<file path="config.mk">
export PLATFORM = sky130hd
export DESIGN_NAME = modrm_operand
export DESIGN_NICKNAME = d
export VERILOG_FILES = /design/src/rtl/ja88_pkg.sv /design/src/rtl/ja88_ea.sv /design/src/rtl/modrm_operand.sv
export SDC_FILE = /design/constraint.sdc
export NUM_CORES = 1
export LEC_CHECK = 0
export BUFFER_PORTS_ARGS = -buffer_cell sky130_fd_sc_hd__buf_4
export CORE_MARGIN = 1.5
export CORE_UTILIZATION = 31
export CTS_CLUSTER_SIZE = 40
export DETAILED_ROUTE_END_ITERATION = 10
export PLACE_DENSITY = 0.57
export SYNTH_ARGS = -nofsm -noshare
export SYNTH_HDL_FRONTEND = slang
export SYNTH_SLANG_ARGS = --single-unit
export TNS_END_PERCENT = 10
</file>
<file path="constraint.sdc">
create_clock -name clock -period 7.6 [get_ports clock]
set_input_delay 0.38 -clock clock [delete_from_list [all_inputs] [get_ports clock]]
set_output_delay 0.38 -clock clock [all_outputs]
set_load 0.01 [all_outputs]
</file>
<file path="src/rtl/ja88_pkg.sv">
// Shared types for the ModR/M operand sequencer: FSM state encoding, mod/rm
// constants and the 8-bit register byte-select/merge rule.
package ja88_pkg;

    typedef enum logic [3:0] {
        ST_IDLE     = 4'd0,
        ST_DISP_LO  = 4'd1,
        ST_DISP_HI  = 4'd2,
        ST_READ_LO  = 4'd3,
        ST_READ_HI  = 4'd4,
        ST_EXEC     = 4'd5,
        ST_WRITE_LO = 4'd6,
        ST_WRITE_HI = 4'd7,
        ST_DONE     = 4'd8
    } state_e;

    localparam logic [1:0] MOD_MEM    = 2'd0;
    localparam logic [1:0] MOD_DISP8  = 2'd1;
    localparam logic [1:0] MOD_DISP16 = 2'd2;
    localparam logic [1:0] MOD_REG    = 2'd3;

    localparam logic [2:0] RM_BX_SI = 3'd0;
    localparam logic [2:0] RM_BX_DI = 3'd1;
    localparam logic [2:0] RM_BP_SI = 3'd2;
    localparam logic [2:0] RM_BP_DI = 3'd3;
    localparam logic [2:0] RM_SI    = 3'd4;
    localparam logic [2:0] RM_DI    = 3'd5;
    localparam logic [2:0] RM_BP    = 3'd6;
    localparam logic [2:0] RM_BX    = 3'd7;

    // Byte registers: idx[1:0] names the word (AX..BX), idx[2] picks its high byte.
    function automatic logic [15:0] reg_rd_sel(input logic [15:0] word,
                                               input logic        hi_byte,
                                               input logic        isize);
        if (isize)
            return word;
        return {8'h00, (hi_byte ? word[15:8] : word[7:0])};
    endfunction

    function automatic logic [15:0] reg_wr_merge(input logic [15:0] old_word,
                                                 input logic [15:0] res,
                                                 input logic        hi_byte,
                                                 input logic        isize);
        if (isize)
            return res;
        return hi_byte ? {res[7:0], old_word[7:0]} : {old_word[15:8], res[7:0]};
    endfunction

endpackage

</file>
<file path="src/rtl/ja88_ea.sv">
// Combinational 16-bit effective-address offset and default-segment (SS vs DS)
// selection from a ModR/M byte, displacement and base/index registers.
module ja88_ea
    import ja88_pkg::*;
(
    input  logic [7:0]  modrm,
    input  logic [15:0] disp,
    input  logic [15:0] bx,
    input  logic [15:0] bp,
    input  logic [15:0] si,
    input  logic [15:0] di,
    output logic [15:0] offset,
    output logic        use_ss
);

    logic [1:0]  mod_f;
    logic [2:0]  rm_f;
    logic [15:0] base;
    logic        unused_reg_field;

    assign mod_f            = modrm[7:6];
    assign rm_f             = modrm[2:0];
    assign unused_reg_field = ^modrm[5:3];

    always_comb begin
        base   = 16'h0000;
        use_ss = 1'b0;
        case (rm_f)
            RM_BX_SI: base = bx + si;
            RM_BX_DI: base = bx + di;
            RM_BP_SI: begin base = bp + si; use_ss = 1'b1; end
            RM_BP_DI: begin base = bp + di; use_ss = 1'b1; end
            RM_SI:    base = si;
            RM_DI:    base = di;
            RM_BP: begin
                // mod=0 with rm=6 is the direct-address form: displacement only.
                if (mod_f != MOD_MEM) begin
                    base   = bp;
                    use_ss = 1'b1;
                end
            end
            default:  base = bx;
        endcase
        offset = base + disp;
    end

endmodule

</file>
<file path="src/rtl/modrm_operand.sv">
// ModR/M operand sequencer: fetches displacement, reads the r/m operand from
// memory or the register file, hands operands to the ALU and writes back.
// Optional feature macro SEG_OVERRIDE_EN adds a segment-override input pair.
//
// state     | meaning
// IDLE      | waiting for start
// DISP_LO   | consume displacement low byte (or sign-extended disp8)
// DISP_HI   | consume displacement high byte
// READ_LO   | read memory operand byte at EA
// READ_HI   | read memory operand byte at EA+1 (16-bit only)
// EXEC      | present op1/op2 until result_valid
// WRITE_LO  | write result byte to EA
// WRITE_HI  | write result byte to EA+1 (16-bit only)
// DONE      | one-cycle done pulse, register write-back
module modrm_operand
    import ja88_pkg::*;
#(
    parameter int ADDR_W = 20
) (
    input  logic              clock,
    input  logic              reset_n,
    input  logic              start,
    input  logic [7:0]        modrm,
    input  logic              isize,
    input  logic              dir,
    input  logic              wb,
    input  logic [15:0]       bx,
    input  logic [15:0]       bp,
    input  logic [15:0]       si,
    input  logic [15:0]       di,
    input  logic [15:0]       seg_ds,
    input  logic [15:0]       seg_ss,
    input  logic              ib_valid,
    input  logic [7:0]        ib_data,
    output logic              ib_ready,
    output logic [2:0]        reg_ridx,
    input  logic [15:0]       reg_rdata,
    output logic [ADDR_W-1:0] mem_addr,
    output logic              mem_rd,
    output logic              mem_wr,
    output logic [7:0]        mem_wdata,
    input  logic [7:0]        mem_rdata,
    input  logic              mem_ack,
    output logic [15:0]       op1,
    output logic [15:0]       op2,
    output logic              op_valid,
    input  logic [15:0]       result,
    input  logic              result_valid,
    output logic              reg_we,
    output logic [2:0]        reg_widx,
    output logic [15:0]       reg_wdata,
    output logic              busy,
    output logic              done
`ifdef SEG_OVERRIDE_EN
    ,
    input  logic              seg_ovr_valid,
    input  logic [15:0]       seg_ovr
`endif
);

    state_e      state_q, state_d;
    logic [7:0]  modrm_q, modrm_d;
    logic        isize_q, isize_d, dir_q, dir_d, wb_q, wb_d;
    logic        rm_fetch_q, rm_fetch_d;
    logic [15:0] disp_q, disp_d, ea_q, ea_d, seg_q, seg_d;
    logic [15:0] opnd_q, opnd_d, rm_raw_q, rm_raw_d;
    logic [15:0] result_q, result_d, wdata_q, wdata_d;

    logic [15:0] ea_off, seg_dflt, seg_sel, reg_opnd, dst_raw, mem_off;
    logic [19:0] phys;
    logic        ea_use_ss, dst_is_reg, needs_disp;
    logic [2:0]  widx;

    ja88_ea u_ea (
        .modrm  (modrm_d),
        .disp   (disp_d),
        .bx     (bx),
        .bp     (bp),
        .si     (si),
        .di     (di),
        .offset (ea_off),
        .use_ss (ea_use_ss)
    );

    assign seg_dflt   = ea_use_ss ? seg_ss : seg_ds;
    assign dst_is_reg = dir_q || (modrm_q[7:6] == MOD_REG);
    assign widx       = dir_q ? modrm_q[5:3] : modrm_q[2:0];
    assign dst_raw    = dir_q ? reg_rdata : rm_raw_q;
    assign needs_disp = (modrm[7:6] == MOD_DISP8) || (modrm[7:6] == MOD_DISP16) ||
                        ((modrm[7:6] == MOD_MEM) && (modrm[2:0] == RM_BP));

`ifdef SEG_OVERRIDE_EN
    logic        ovr_v_q, ovr_v_d;
    logic [15:0] ovr_q, ovr_d;

    assign ovr_v_d = (state_q == ST_IDLE && start) ? seg_ovr_valid : ovr_v_q;
    assign ovr_d   = (state_q == ST_IDLE && start) ? seg_ovr : ovr_q;
    assign seg_sel = ovr_v_d ? ovr_d : seg_dflt;

    always_ff @(posedge clock or negedge reset_n) begin
        if (!reset_n) begin
            ovr_v_q <= 1'b0;
            ovr_q   <= 16'h0000;
        end else begin
            ovr_v_q <= ovr_v_d;
            ovr_q   <= ovr_d;
        end
    end
`else
    assign seg_sel = seg_dflt;
`endif

    always_ff @(posedge clock or negedge reset_n) begin
        if (!reset_n) begin
            state_q    <= ST_IDLE;
            modrm_q    <= 8'h00;
            isize_q    <= 1'b0;
            dir_q      <= 1'b0;
            wb_q       <= 1'b0;
            rm_fetch_q <= 1'b0;
            disp_q     <= 16'h0000;
            ea_q       <= 16'h0000;
            seg_q      <= 16'h0000;
            opnd_q     <= 16'h0000;
            rm_raw_q   <= 16'h0000;
            result_q   <= 16'h0000;
            wdata_q    <= 16'h0000;
        end else begin
            state_q    <= state_d;
            modrm_q    <= modrm_d;
            isize_q    <= isize_d;
            dir_q      <= dir_d;
            wb_q       <= wb_d;
            rm_fetch_q <= rm_fetch_d;
            disp_q     <= disp_d;
            ea_q       <= ea_d;
            seg_q      <= seg_d;
            opnd_q     <= opnd_d;
            rm_raw_q   <= rm_raw_d;
            result_q   <= result_d;
            wdata_q    <= wdata_d;
        end
    end

    always_comb begin
        state_d    = state_q;
        modrm_d    = modrm_q;
        isize_d    = isize_q;
        dir_d      = dir_q;
        wb_d       = wb_q;
        rm_fetch_d = rm_fetch_q;
        disp_d     = disp_q;
        opnd_d     = opnd_q;
        rm_raw_d   = rm_raw_q;
        result_d   = result_q;
        wdata_d    = wdata_q;
        case (state_q)
            ST_IDLE: begin
                if (start) begin
                    modrm_d = modrm;
                    isize_d = isize;
                    dir_d   = dir;
                    wb_d    = wb;
                    disp_d  = 16'h0000;
                    if (modrm[7:6] == MOD_REG) begin
                        state_d    = ST_EXEC;
                        rm_fetch_d = 1'b1;
                    end else if (needs_disp) begin
                        state_d = ST_DISP_LO;
                    end else begin
                        state_d = ST_READ_LO;
                    end
                end
            end
            ST_DISP_LO: begin
                if (ib_valid) begin
                    if (modrm_q[7:6] == MOD_DISP8) begin
                        disp_d  = {{8{ib_data[7]}}, ib_data};
                        state_d = ST_READ_LO;
                    end else begin
                        disp_d  = {8'h00, ib_data};
                        state_d = ST_DISP_HI;
                    end
                end
            end
            ST_DISP_HI: begin
                if (ib_valid) begin
                    disp_d  = {ib_data, disp_q[7:0]};
                    state_d = ST_READ_LO;
                end
            end
            ST_READ_LO: begin
                if (mem_ack) begin
                    opnd_d  = {8'h00, mem_rdata};
                    state_d = isize_q ? ST_READ_HI : ST_EXEC;
                end
            end
            ST_READ_HI: begin
                if (mem_ack) begin
                    opnd_d  = {mem_rdata, opnd_q[7:0]};
                    state_d = ST_EXEC;
                end
            end
            ST_EXEC: begin
                // Register-direct r/m is fetched through the shared read port first.
                if (rm_fetch_q) begin
                    rm_fetch_d = 1'b0;
                    rm_raw_d   = reg_rdata;
                    opnd_d     = reg_rd_sel(reg_rdata, modrm_q[2], isize_q);
                end else if (result_valid) begin
                    result_d = result;
                    wdata_d  = reg_wr_merge(dst_raw, result, widx[2], isize_q);
                    if (!wb_q || dst_is_reg)
                        state_d = ST_DONE;
                    else
                        state_d = ST_WRITE_LO;
                end
            end
            ST_WRITE_LO: begin
                if (mem_ack)
                    state_d = isize_q ? ST_WRITE_HI : ST_DONE;
            end
            ST_WRITE_HI: begin
                if (mem_ack)
                    state_d = ST_DONE;
            end
            ST_DONE: state_d = ST_IDLE;
            default: state_d = ST_IDLE;
        endcase
    end

    // Address is latched on entry to READ_LO so the bus stays stable through waits.
    always_comb begin
        ea_d  = ea_q;
        seg_d = seg_q;
        if (state_d == ST_READ_LO && state_q != ST_READ_LO) begin
            ea_d  = ea_off;
            seg_d = seg_sel;
        end
    end

    assign mem_off  = (state_q == ST_READ_HI || state_q == ST_WRITE_HI) ? ea_q + 16'd1 : ea_q;
    assign phys     = {seg_q, 4'h0} + {4'h0, mem_off};
    assign reg_opnd = reg_rd_sel(reg_rdata, modrm_q[5], isize_q);

    always_comb begin
        ib_ready  = (state_q == ST_DISP_LO) || (state_q == ST_DISP_HI);
        mem_rd    = (state_q == ST_READ_LO) || (state_q == ST_READ_HI);
        mem_wr    = (state_q == ST_WRITE_LO) || (state_q == ST_WRITE_HI);
        mem_addr  = (mem_rd || mem_wr) ? ADDR_W'(phys) : '0;
        mem_wdata = 8'h00;
        if (state_q == ST_WRITE_LO)
            mem_wdata = result_q[7:0];
        else if (state_q == ST_WRITE_HI)
            mem_wdata = result_q[15:8];
        reg_ridx  = (state_q == ST_EXEC && rm_fetch_q) ? modrm_q[2:0] : modrm_q[5:3];
        op_valid  = (state_q == ST_EXEC) && !rm_fetch_q;
        op1       = 16'h0000;
        op2       = 16'h0000;
        if (op_valid) begin
            op1 = dir_q ? reg_opnd : opnd_q;
            op2 = dir_q ? opnd_q : reg_opnd;
        end
        reg_we    = (state_q == ST_DONE) && wb_q && dst_is_reg;
        reg_widx  = reg_we ? widx : 3'd0;
        reg_wdata = reg_we ? wdata_q : 16'h0000;
        busy      = (state_q != ST_IDLE);
        done      = (state_q == ST_DONE);
    end

endmodule

</file>
==> results of run 1 <==
power groups by stage:
stage / clock, mW / sequential, mW / combinational [mW]
3_5_place_dp: 0 / 1.25 / 3.64
2_1_floorplan: 0 / 1.17 / 2.68
4_1_cts: 0.878 / 1.24 / 3.66
3_3_place_gp: 0 / 1.24 / 3.60
5_1_grt: 0.904 / 1.29 / 4.10
6_report: 0.855 / 1.24 / 3.66
area by class of cell:
class,instances,area share
inverter,37,0.0101
clock buffer,17,0.0310
clock inverter,15,0.0138
sequential,128,0.234
timing repair buffer,268,0.147
multi-input combinational,1072,0.523
tap,455,0.0415
worst paths after layout:
kind                             from          to  cells past startpoint  slack (ps)
min in group clock           modrm[3]  modrm_q[3]                      2         180
setup / recovery           state_q[1]    ea_q[15]                     27        1020
hold reg to reg            wdata_q[0]  wdata_q[0]                      2         480
setup reg to reg           state_q[1]    ea_q[15]                     27        1020
max in group asynchronous     reset_n   seg_q[12]                      2        6170
hold / removal                reset_n  modrm_q[3]                      1          40
metrics by stage:
stage | setup WS [ps] | util
CTS | 1090 | 0.398
detailed placement | 1140 | 0.380
finish | 1020 | 0.398
global placement | 1310 | 0.380
floorplan | 1630 | -
global route | 438 | 0.398
state kept, by name, indices dropped and copies added (netlist names):
name        cells
rm_fetch_q      1
opnd_q         16
modrm_q         8
dir_q           1
ea_q           16
isize_q         1
rm_raw_q       16
wdata_q        16
result_q       16
seg_q          16
state_q         4
disp_q         16
wb_q            1
cells in the final DEF, fill, tap and decap left out, types with 4 or more instances in the layout:
master	instances
o21ai_1	9
nor3_1	17
dfrtp_1	127
nand3_1	25
a221oi_1	11
xnor2_1	35
o21bai_1	8
o22ai_1	4
nor2b_1	11
a22o_1	7
xor2_1	23
and2_1	22
inv_1	34
o211ai_1	4
mux2i_1	58
a21o_1	13
or3_1	11
a32oi_1	8
nand3b_1	7
inv_8	6
nand4_1	7
nand2b_1	23
a21oi_1	105
buf_4	268
a22oi_1	10
nor2_1	129
inv_6	4
fa_1	4
mux2_2	81
ha_1	62
o21ai_0	109
a31oi_1	10
nand2_1	162
a211oi_1	25
and3_1	13
o31ai_1	5
nor4_1	5
clkbuf_16	17
worst max-delay path, cell delays in order, from the launching register on:
cell	delay, ps
dfrtp_1	580
nor2_1	130
nand3_2	130
buf_4	290
nand2_1	90
o31ai_1	90
buf_4	260
and2_1	150
buf_4	230
mux2_2	360
ha_1	220
fa_1	450
a21o_1	180
a21oi_1	220
o21bai_1	130
a21oi_1	230
o21ai_0	180
xor2_1	180
a221oi_1	260
a21oi_1	140
ha_1	370
and3_1	190
a211oi_1	100
o41ai_2	440
a31oi_1	230
or3_1	340
o221a_1	220
nand3_1	70
routing by layer:
layer	GRT usage	wire length, um	vias to the layer above
li1	-	-	5126
met1	0.281	17200	5012
met2	0.330	16800	320
met3	0.0293	1930	43
met4	0.0589	718	2
met5	0	17	-
kinds of logic after synthesis:
logic type	count (synthesis)
simple gates	456
compound gates	351
mux	141
flops	128
buf+inv	110
fa+ha+maj	66
xor+xnor	58
==> impl_metrics.json, run 1 <==
{
  "p_per_area_nw_per_um2": 420,
  "p_clk_frac": 0.148,
  "wl_per_cell_um": 18.4,
  "cp.arrival_ps": 6930,
  "syn_inst": 1310,
  "grt_first_pass_wirelength_um": 57500,
  "post-route-min-period_ps": 6580,
  "seqCellArea_um2": 3200,
  "syn_to_final_growth_pct": 26.6,
  "clock_latency_ps": 430,
  "postCtsSetupBuffers": 0,
  "p_int_mw": 3.02,
  "gp_congestion": 0.930,
  "clkTransAtPathRegs_ps": 70,
  "vias_per_cell": 5.27,
  "htree_levels": 4,
  "final_cells": 1992,
  "clock_path_buffers": 2,
  "outcome": "completed",
  "wl_um": 36700,
  "finalSetupViolCount": 0,
  "start_kind": "flip-flop",
  "drt_iter0_drc": 694,
  "worst-path-max-fanout": 20,
  "p_switching_mw": 2.74,
  "synth.most_common_cell": "nand2_1",
  "tns_ps": 0,
  "place_area_um2": 13100,
  "fmax_ghz": 0.152,
  "syn_area_um2": 10800,
  "fin_crit_sh": 0.866,
  "grt_overflow_total": 0,
  "p_sw_frac": 0.476,
  "placed_cells": 1960,
  "vdd_drop_max_mv": 0.178,
  "worstSetupPathType": "reg -> reg",
  "start_util": 0.314,
  "synth-simple-area-share": 0.198,
  "postCtsHoldBufs": 0,
  "cts_root_buf": "clkbuf_16",
  "syn_avg_cell_area_um2": 8.26,
  "synth_mux_area_frac": 0.141,
  "pin_count": 250,
  "synthesis.nets": 1537,
  "vias": 10500,
  "drive_above_1_share": 0.258,
  "fin_nets": 1751,
  "synth_top_family_by_area": "simple AND/OR/NAND/NOR gates",
  "synth_area_leaders": "dfrtp_1 30%, mux2_2 8.4%, ha_1 7.2%, nand2_1 5.6%, mux2i_1 5.4%",
  "multi_input_area_um2": 7170,
  "cp-end-kind": "flip-flop",
  "row_count": 68,
  "clkSinkCount": 128,
  "grt_start_max_net_pins": 85,
  "finClkSkew_ps": 21.8,
  "yosys_warnings": 0,
  "cts_resized": 0,
  "dr.pass1.iters": 6,
  "power_frac_comb": 0.636,
  "design_area_um2": 13700,
  "synth_compound_area_frac": 0.197,
  "diodes": 0,
  "grt_use_total": 0.204,
  "leakage_nw": 6.39,
  "tightest_slew_ps": 1040,
  "dp_hpwl_um": 28900,
  "die_h_um": 190,
  "seq_area_frac_synth": 0.296,
  "yosys.area.top_type": "dfrtp_1",
  "slew_headroom": 0.307,
  "drcViolationCount": 0,
  "die_x_um": 190,
  "numCtsBuffers": 17,
  "rsz0062_at_grt": "false",
  "synth_edf_count": 0,
  "seqPwrFrac": 0.216,
  "hp-class": "in -> async",
  "io_buffer_count": 249,
  "drv_cap": 0,
  "core_um2": 34500,
  "grt_antenna_before_repair": 1,
  "yosys.cell_types.count": 73,
  "synth_fa_ha_area_frac": 0.0791,
  "final.fill_count": 3534,
  "ys.flop_type": "dfrtp_1",
  "worstPathRequired_ps": 7950,
  "ys_top_cells_by_count": "162 x nand2_1, 129 x nor2_1, 128 x dfrtp_1",
  "yosysTopAreaCellShare": 0.296,
  "fin_hold_ws_ps": 38.5,
  "hold_viol": 0,
  "grt_pass1_vias": 10400,
  "synth_seq_cells": 128,
  "ant_nets": 0,
  "synthXorXnorAreaFrac": 0.0469,
  "p_total_mw": 5.76,
  "dieArea_um2": 36000,
  "async_flop_share": 1.00,
  "slew_violations": 0,
  "cts_tree": "yes"
}
No activity file was read; power rests on OpenSTA's default activity.
==> run 2, diff against run 1 <==
--- a/config.mk
+++ b/config.mk
@@ -7,10 +7,10 @@
 export LEC_CHECK = 0
 export BUFFER_PORTS_ARGS = -buffer_cell sky130_fd_sc_hd__buf_4
 export CORE_MARGIN = 1.5
-export CORE_UTILIZATION = 31
+export CORE_UTILIZATION = 56
 export CTS_CLUSTER_SIZE = 40
 export DETAILED_ROUTE_END_ITERATION = 10
-export PLACE_DENSITY = 0.57
+export PLACE_DENSITY = 0.88
 export SYNTH_ARGS = -nofsm -noshare
 export SYNTH_HDL_FRONTEND = slang
 export SYNTH_SLANG_ARGS = --single-unit
==> run 2 against run 1 <==
  * Global-route usage rose by 13 points
  * Clock skew fell by 13 ps
  * Clock power is 3.5% lower
  * Flip-flop and latch count is the same
  * Critical path depth decreased by 3
  * Critical endpoint unchanged
==> impl_metrics.json, run 2 (same netlist as run 1, synthesis figures left out) <==
{
  "outcome": "completed",
  "grt_use_total": 0.337,
  "cts_resized": 0,
  "vias": 10900,
  "worstSetupPathType": "reg -> reg",
  "ant_nets": 0,
  "syn_to_final_growth_pct": 23.8,
  "worst_slack_ps": 813,
  "finalSetupViolCount": 0,
  "reg2reg_depth": 24,
  "start_kind": "flip-flop",
  "r2r_slack_ps": 810,
  "diodes": 0,
  "grtUsageMet2": 0.540,
  "final_common_cell": "buf_4",
  "seqPwrFrac": 0.218,
  "wl_per_cell_um": 18.8,
  "grt_antenna_before_repair": 0,
  "fin_hold_ws_ps": 76.4,
  "pin_count": 250,
  "grtUsageMet1": 0.452,
  "dp_hpwl_um": 24900,
  "p_sw_frac": 0.476,
  "drcViolationCount": 0,
  "grt_overflow_total": 0,
  "drt_iter0_drc": 955,
  "power_frac_comb": 0.638,
  "finClkSkew_ps": 8.58,
  "grt_start_max_net_pins": 85,
  "clkTransAtPathRegs_ps": 70,
  "cts_root_buf": "clkbuf_16",
  "r2r-start": "state_q[0]",
  "gr-usage-met3": 0.0659,
  "fin_nets": 1746,
  "design_area_um2": 13400,
  "p_per_area_nw_per_um2": 428,
  "drive_above_1_share": 0.256,
  "preCtsSetupSlack_ps": 930,
  "cp.arrival_ps": 7150,
  "crit_chain": "buf_4 -> nor2_1 -> nand3_2 -> mux2_2 -> and2_1 -> buf_4 -> mux2_2 -> fa_1 -> a21o_1 -> a21oi_1 -> o21bai_1 -> a21oi_1 -> o21ai_0 -> xor2_1 -> a221oi_1 -> a21oi_1 -> ha_1 -> and3_1 -> a211oi_1 -> o41ai_2 -> a31oi_1 -> or3_1 -> o221a_1 -> nand3_1",
  "mostFrequentLayoutCells": "263 x buf_4, 162 x nand2_1, 129 x nor2_1",
  "crit_top_cell": "a21oi_1",
  "cts_tree": "yes",
  "io_buffer_count": 249,
  "clock_latency_ps": 430,
  "core_um2": 18800,
  "rsz0062_at_grt": "false",
  "hp-class": "in -> async",
  "cp_slowest_stage_delay_ps": 670,
  "dieArea_um2": 20200,
  "fmax_ghz": 0.147,
  "worst-path-max-fanout": 25,
  "die_x_um": 142,
  "cpMaxStageDelayCell": "mux2_2",
  "p_int_mw": 3.01,
  "slew_headroom": 0.253,
  "drv_cap": 0,
  "postCtsSetupBuffers": 0,
  "numCtsBuffers": 17,
  "p_switching_mw": 2.73,
  "placed_cells": 1760,
  "dr.pass1.iters": 5,
  "vdd_drop_max_mv": 0.305,
  "final_cells": 1792,
  "die_h_um": 142,
  "clock_path_buffers": 2,
  "cp-end-kind": "flip-flop",
  "hold_viol": 0,
  "p_clk_frac": 0.144,
  "vias_per_cell": 6.10,
  "post-route-min-period_ps": 6790,
  "slew_violations": 0,
  "postCtsHoldBufs": 0,
  "path_buf_inv": 2,
  "rr_endpoint": "ea_q[15]",
  "tns_ps": 0,
  "cp_top_family": "compound AO/OA/AOI/OAI gates",
  "leakage_nw": 6.35,
  "grt_pass1_vias": 10400,
  "row_count": 50,
  "clkSinkCount": 128,
  "fin_crit_sh": 0.893,
  "gp_congestion": 0.937,
  "grt_first_pass_wirelength_um": 53500,
  "worstPathRequired_ps": 7960,
  "start_util": 0.575,
  "wl_um": 33800,
  "grt.busiest_layer": "met2",
  "place_area_um2": 12800,
  "tightest_slew_ps": 1120,
  "htree_levels": 4
}
==> run 2: per-layer routing <==
layer  share of wire  routed length (um)
met2            0.46               15500
met4           0.033                1100
met3           0.089                3010
met1            0.42               14200
met5               0                   0
==> run 2: power groups by stage <==
| stage | clock [mW] | combinational [mW] | sequential, mW |
|---|---|---|---|
| 5_1_grt | 0.860 | 4.04 | 1.29 |
| 3_3_place_gp | 0 | 3.45 | 1.22 |
| 4_1_cts | 0.830 | 3.61 | 1.24 |
| 3_5_place_dp | 0 | 3.56 | 1.25 |
| 2_1_floorplan | 0 | 2.68 | 1.17 |
| 6_report | 0.825 | 3.66 | 1.25 |
==> run 2: worst max path at each step <==
stage / from / to / depth (start not counted)
after floorplan: state_q[2] / ea_q[15] / 26
after CTS: state_q[0] / ea_q[15] / 24
after global placement: state_q[0] / ea_q[15] / 24
final: state_q[0] / ea_q[15] / 24
after global routing: state_q[0] / ea_q[15] / 24
after detailed placement: state_q[0] / ea_q[15] / 24
==> run 2: final cells by class <==
| class | instances | area (um2) |
|---|---|---|
| Multi-Input combinational cell | 1072 | 7170 |
| Inverter | 37 | 139 |
| Sequential cell | 128 | 3200 |
| Clock inverter | 15 | 168 |
| Clock buffer | 17 | 425 |
| Fill cell | 1464 | 5430 |
| Tap cell | 260 | 325 |
| Timing Repair Buffer | 263 | 1970 |
==> run 2: worst register-to-register path, cell delays in order, from the launching register on <==
cell	delay, ps
dfrtp_1	380
buf_4	230
nor2_1	200
nand3_2	450
mux2_2	680
and2_1	220
buf_4	250
mux2_2	390
fa_1	410
a21o_1	170
a21oi_1	210
o21bai_1	120
a21oi_1	220
o21ai_0	190
xor2_1	180
a221oi_1	270
a21oi_1	130
ha_1	370
and3_1	190
a211oi_1	110
o41ai_2	470
a31oi_1	250
or3_1	350
o221a_1	230
nand3_1	80
==> run 2: metrics by stage <==
stage	power [mW]	utilization
finish	5.74	0.712
global route	6.19	0.712
CTS	5.69	0.712
detailed placement	4.80	0.680
global placement	4.67	0.680
floorplan	3.85	-
==> run 3, diff against run 2 <==
--- a/config.mk
+++ b/config.mk
@@ -11,6 +11,7 @@
 export CTS_CLUSTER_SIZE = 40
 export DETAILED_ROUTE_END_ITERATION = 10
 export PLACE_DENSITY = 0.88
+export REMOVE_ABC_BUFFERS = 1
 export SYNTH_ARGS = -nofsm -noshare
 export SYNTH_HDL_FRONTEND = slang
 export SYNTH_SLANG_ARGS = --single-unit
==> run 3 against run 2 <==
  * Fmax is 0.58% lower
  * Global-route usage is 0.86 points lower
  * Clock power is 0.5% higher
  * Cell count stayed put
  * Clock skew is 3.0 ps higher
  * Count of clock-buffer cells in the layout stayed put
  * Flip-flop and latch count stayed put
  * Total power is 0.12% lower
==> impl_metrics.json, run 3 (same netlist as run 1, synthesis figures left out) <==
{
  "cts_root_buf": "clkbuf_16",
  "syn_to_final_growth_pct": 23.9,
  "io_buffer_count": 249,
  "htree_levels": 4,
  "r2r-start": "state_q[0]",
  "fin_crit_sh": 0.898,
  "power_frac_comb": 0.636,
  "outcome": "completed",
  "final.fill_count": 1437,
  "dr.pass1.iters": 7,
  "hold_viol": 0,
  "grt_first_pass_wirelength_um": 52500,
  "slew_violations": 0,
  "finalSetupViolCount": 0,
  "post-route-min-period_ps": 6830,
  "p_per_area_nw_per_um2": 428,
  "leakage_nw": 6.36,
  "drive_above_1_share": 0.256,
  "worstPathRequired_ps": 7950,
  "wl_um": 33300,
  "numCtsBuffers": 17,
  "finClkSkew_ps": 11.5,
  "grt_overflow_total": 0,
  "clock_latency_ps": 430,
  "place_area_um2": 12800,
  "dp_hpwl_um": 25000,
  "worst-path-max-fanout": 25,
  "die_x_um": 142,
  "postCtsSetupBuffers": 0,
  "p_clk_frac": 0.145,
  "clock_path_buffers": 2,
  "drcViolationCount": 0,
  "start_util": 0.575,
  "worstSetupStartpoint": "state_q[0]",
  "seqPwrFrac": 0.219,
  "ant_nets": 0,
  "drv_cap": 0,
  "grt_pass1_vias": 10300,
  "die_h_um": 142,
  "grt_start_max_net_pins": 85,
  "wl_per_cell_um": 18.6,
  "vdd_drop_max_mv": 0.219,
  "grt_use_total": 0.329,
  "mostFrequentLayoutCells": "263 x buf_4, 162 x nand2_1, 129 x nor2_1",
  "placed_cells": 1760,
  "final_common_cell": "buf_4",
  "final_cells": 1792,
  "design_area_um2": 13400,
  "grt_antenna_before_repair": 0,
  "row_count": 50,
  "clkTransAtPathRegs_ps": 60,
  "dieArea_um2": 20200,
  "fin_util": 0.712,
  "tns_ps": 0,
  "gp_congestion": 0.956,
  "p_total_mw": 5.74,
  "cp.arrival_ps": 7180,
  "tightest_slew_ps": 1160,
  "p_int_mw": 3.03,
  "p_sw_frac": 0.472,
  "preCtsSetupSlack_ps": 857,
  "cts_tree": "yes",
  "worstSetupPathType": "reg -> reg",
  "vias": 10900,
  "drt_iter0_drc": 970,
  "worst_slack_ps": 773,
  "vias_per_cell": 6.09,
  "hp-class": "in -> async",
  "rsz0062_at_grt": "false",
  "cp-end-kind": "flip-flop",
  "pin_count": 250,
  "clkSinkCount": 128,
  "fin_hold_ws_ps": 38.6,
  "fmax_ghz": 0.146,
  "diodes": 0,
  "cts_resized": 0,
  "slew_headroom": 0.224,
  "start_kind": "flip-flop",
  "postCtsHoldBufs": 0,
  "core_um2": 18800,
  "fin_nets": 1746,
  "p_switching_mw": 2.71
}
## run 3: cell types whose count changed in the layout (fill, tap and decap cells not counted)
| cell | before | now |
|---|---|---|
| inv_8 | 4 | 2 |
| bufinv_16 | 1 | 2 |
| clkinv_2 | 0 | 1 |
| clkinv_4 | 1 | 2 |
| clkinv_8 | 1 | 0 |
## run 3: path summary, 6_finish.rpt
check,to,slack (ps),depth (start not counted)
max in group asynchronous,ea_q[8],6250,2
setup reg to reg,ea_q[15],770,24
hold / removal,wdata_q[14],40,1
hold reg to reg,wdata_q[0],480,2
min in group clock,modrm_q[4],190,2
setup / recovery,ea_q[15],770,24
## run 3: power by group through the flow
stage                     logic [mW]  clock network (mW)  registers [mW]
after global placement          3.47                   0            1.23
final                           3.65               0.829            1.26
after detailed placement        3.56                   0            1.25
after global routing            4.01               0.865            1.29
after floorplan                 2.49                   0            1.26
after CTS                       3.60               0.834            1.25
## run 3: area by class of cell
| type | count | area (um2) | share of cell area |
|---|---|---|---|
| clock inverters | 15 | 173 | 0.0129 |
| inverters | 37 | 139 | 0.0104 |
| multi-input cells | 1072 | 7170 | 0.535 |
| clock buffers | 17 | 425 | 0.0317 |
| well taps | 260 | 325 | 0.0243 |
| flip-flops and latches | 128 | 3200 | 0.239 |
| repair buffers | 263 | 1970 | 0.147 |
## run 3: layer usage
| metal | global-route usage | vias up | wire length, um |
|---|---|---|---|
| met5 | 0 | - | 0 |
| met4 | 0.138 | 0 | 1200 |
| met3 | 0.0528 | 84 | 2830 |
| met2 | 0.515 | 563 | 15100 |
| met1 | 0.453 | 5129 | 14100 |
| li1 | - | 5129 | - |
## run 3: worst max-delay path, cell delays in order, from the launching register on
cell      delay, ps
dfrtp_1         360
buf_4           220
nor2_1          180
nand3_2         470
mux2_2          690
and2_1          230
buf_4           240
mux2_2          390
fa_1            410
a21o_1          170
a21oi_1         230
o21bai_1        120
a21oi_1         230
o21ai_0         170
xor2_1          170
a221oi_1        280
a21oi_1         160
ha_1            380
and3_1          190
a211oi_1        100
o41ai_2         450
a31oi_1         250
or3_1           370
o221a_1         230
nand3_1          70
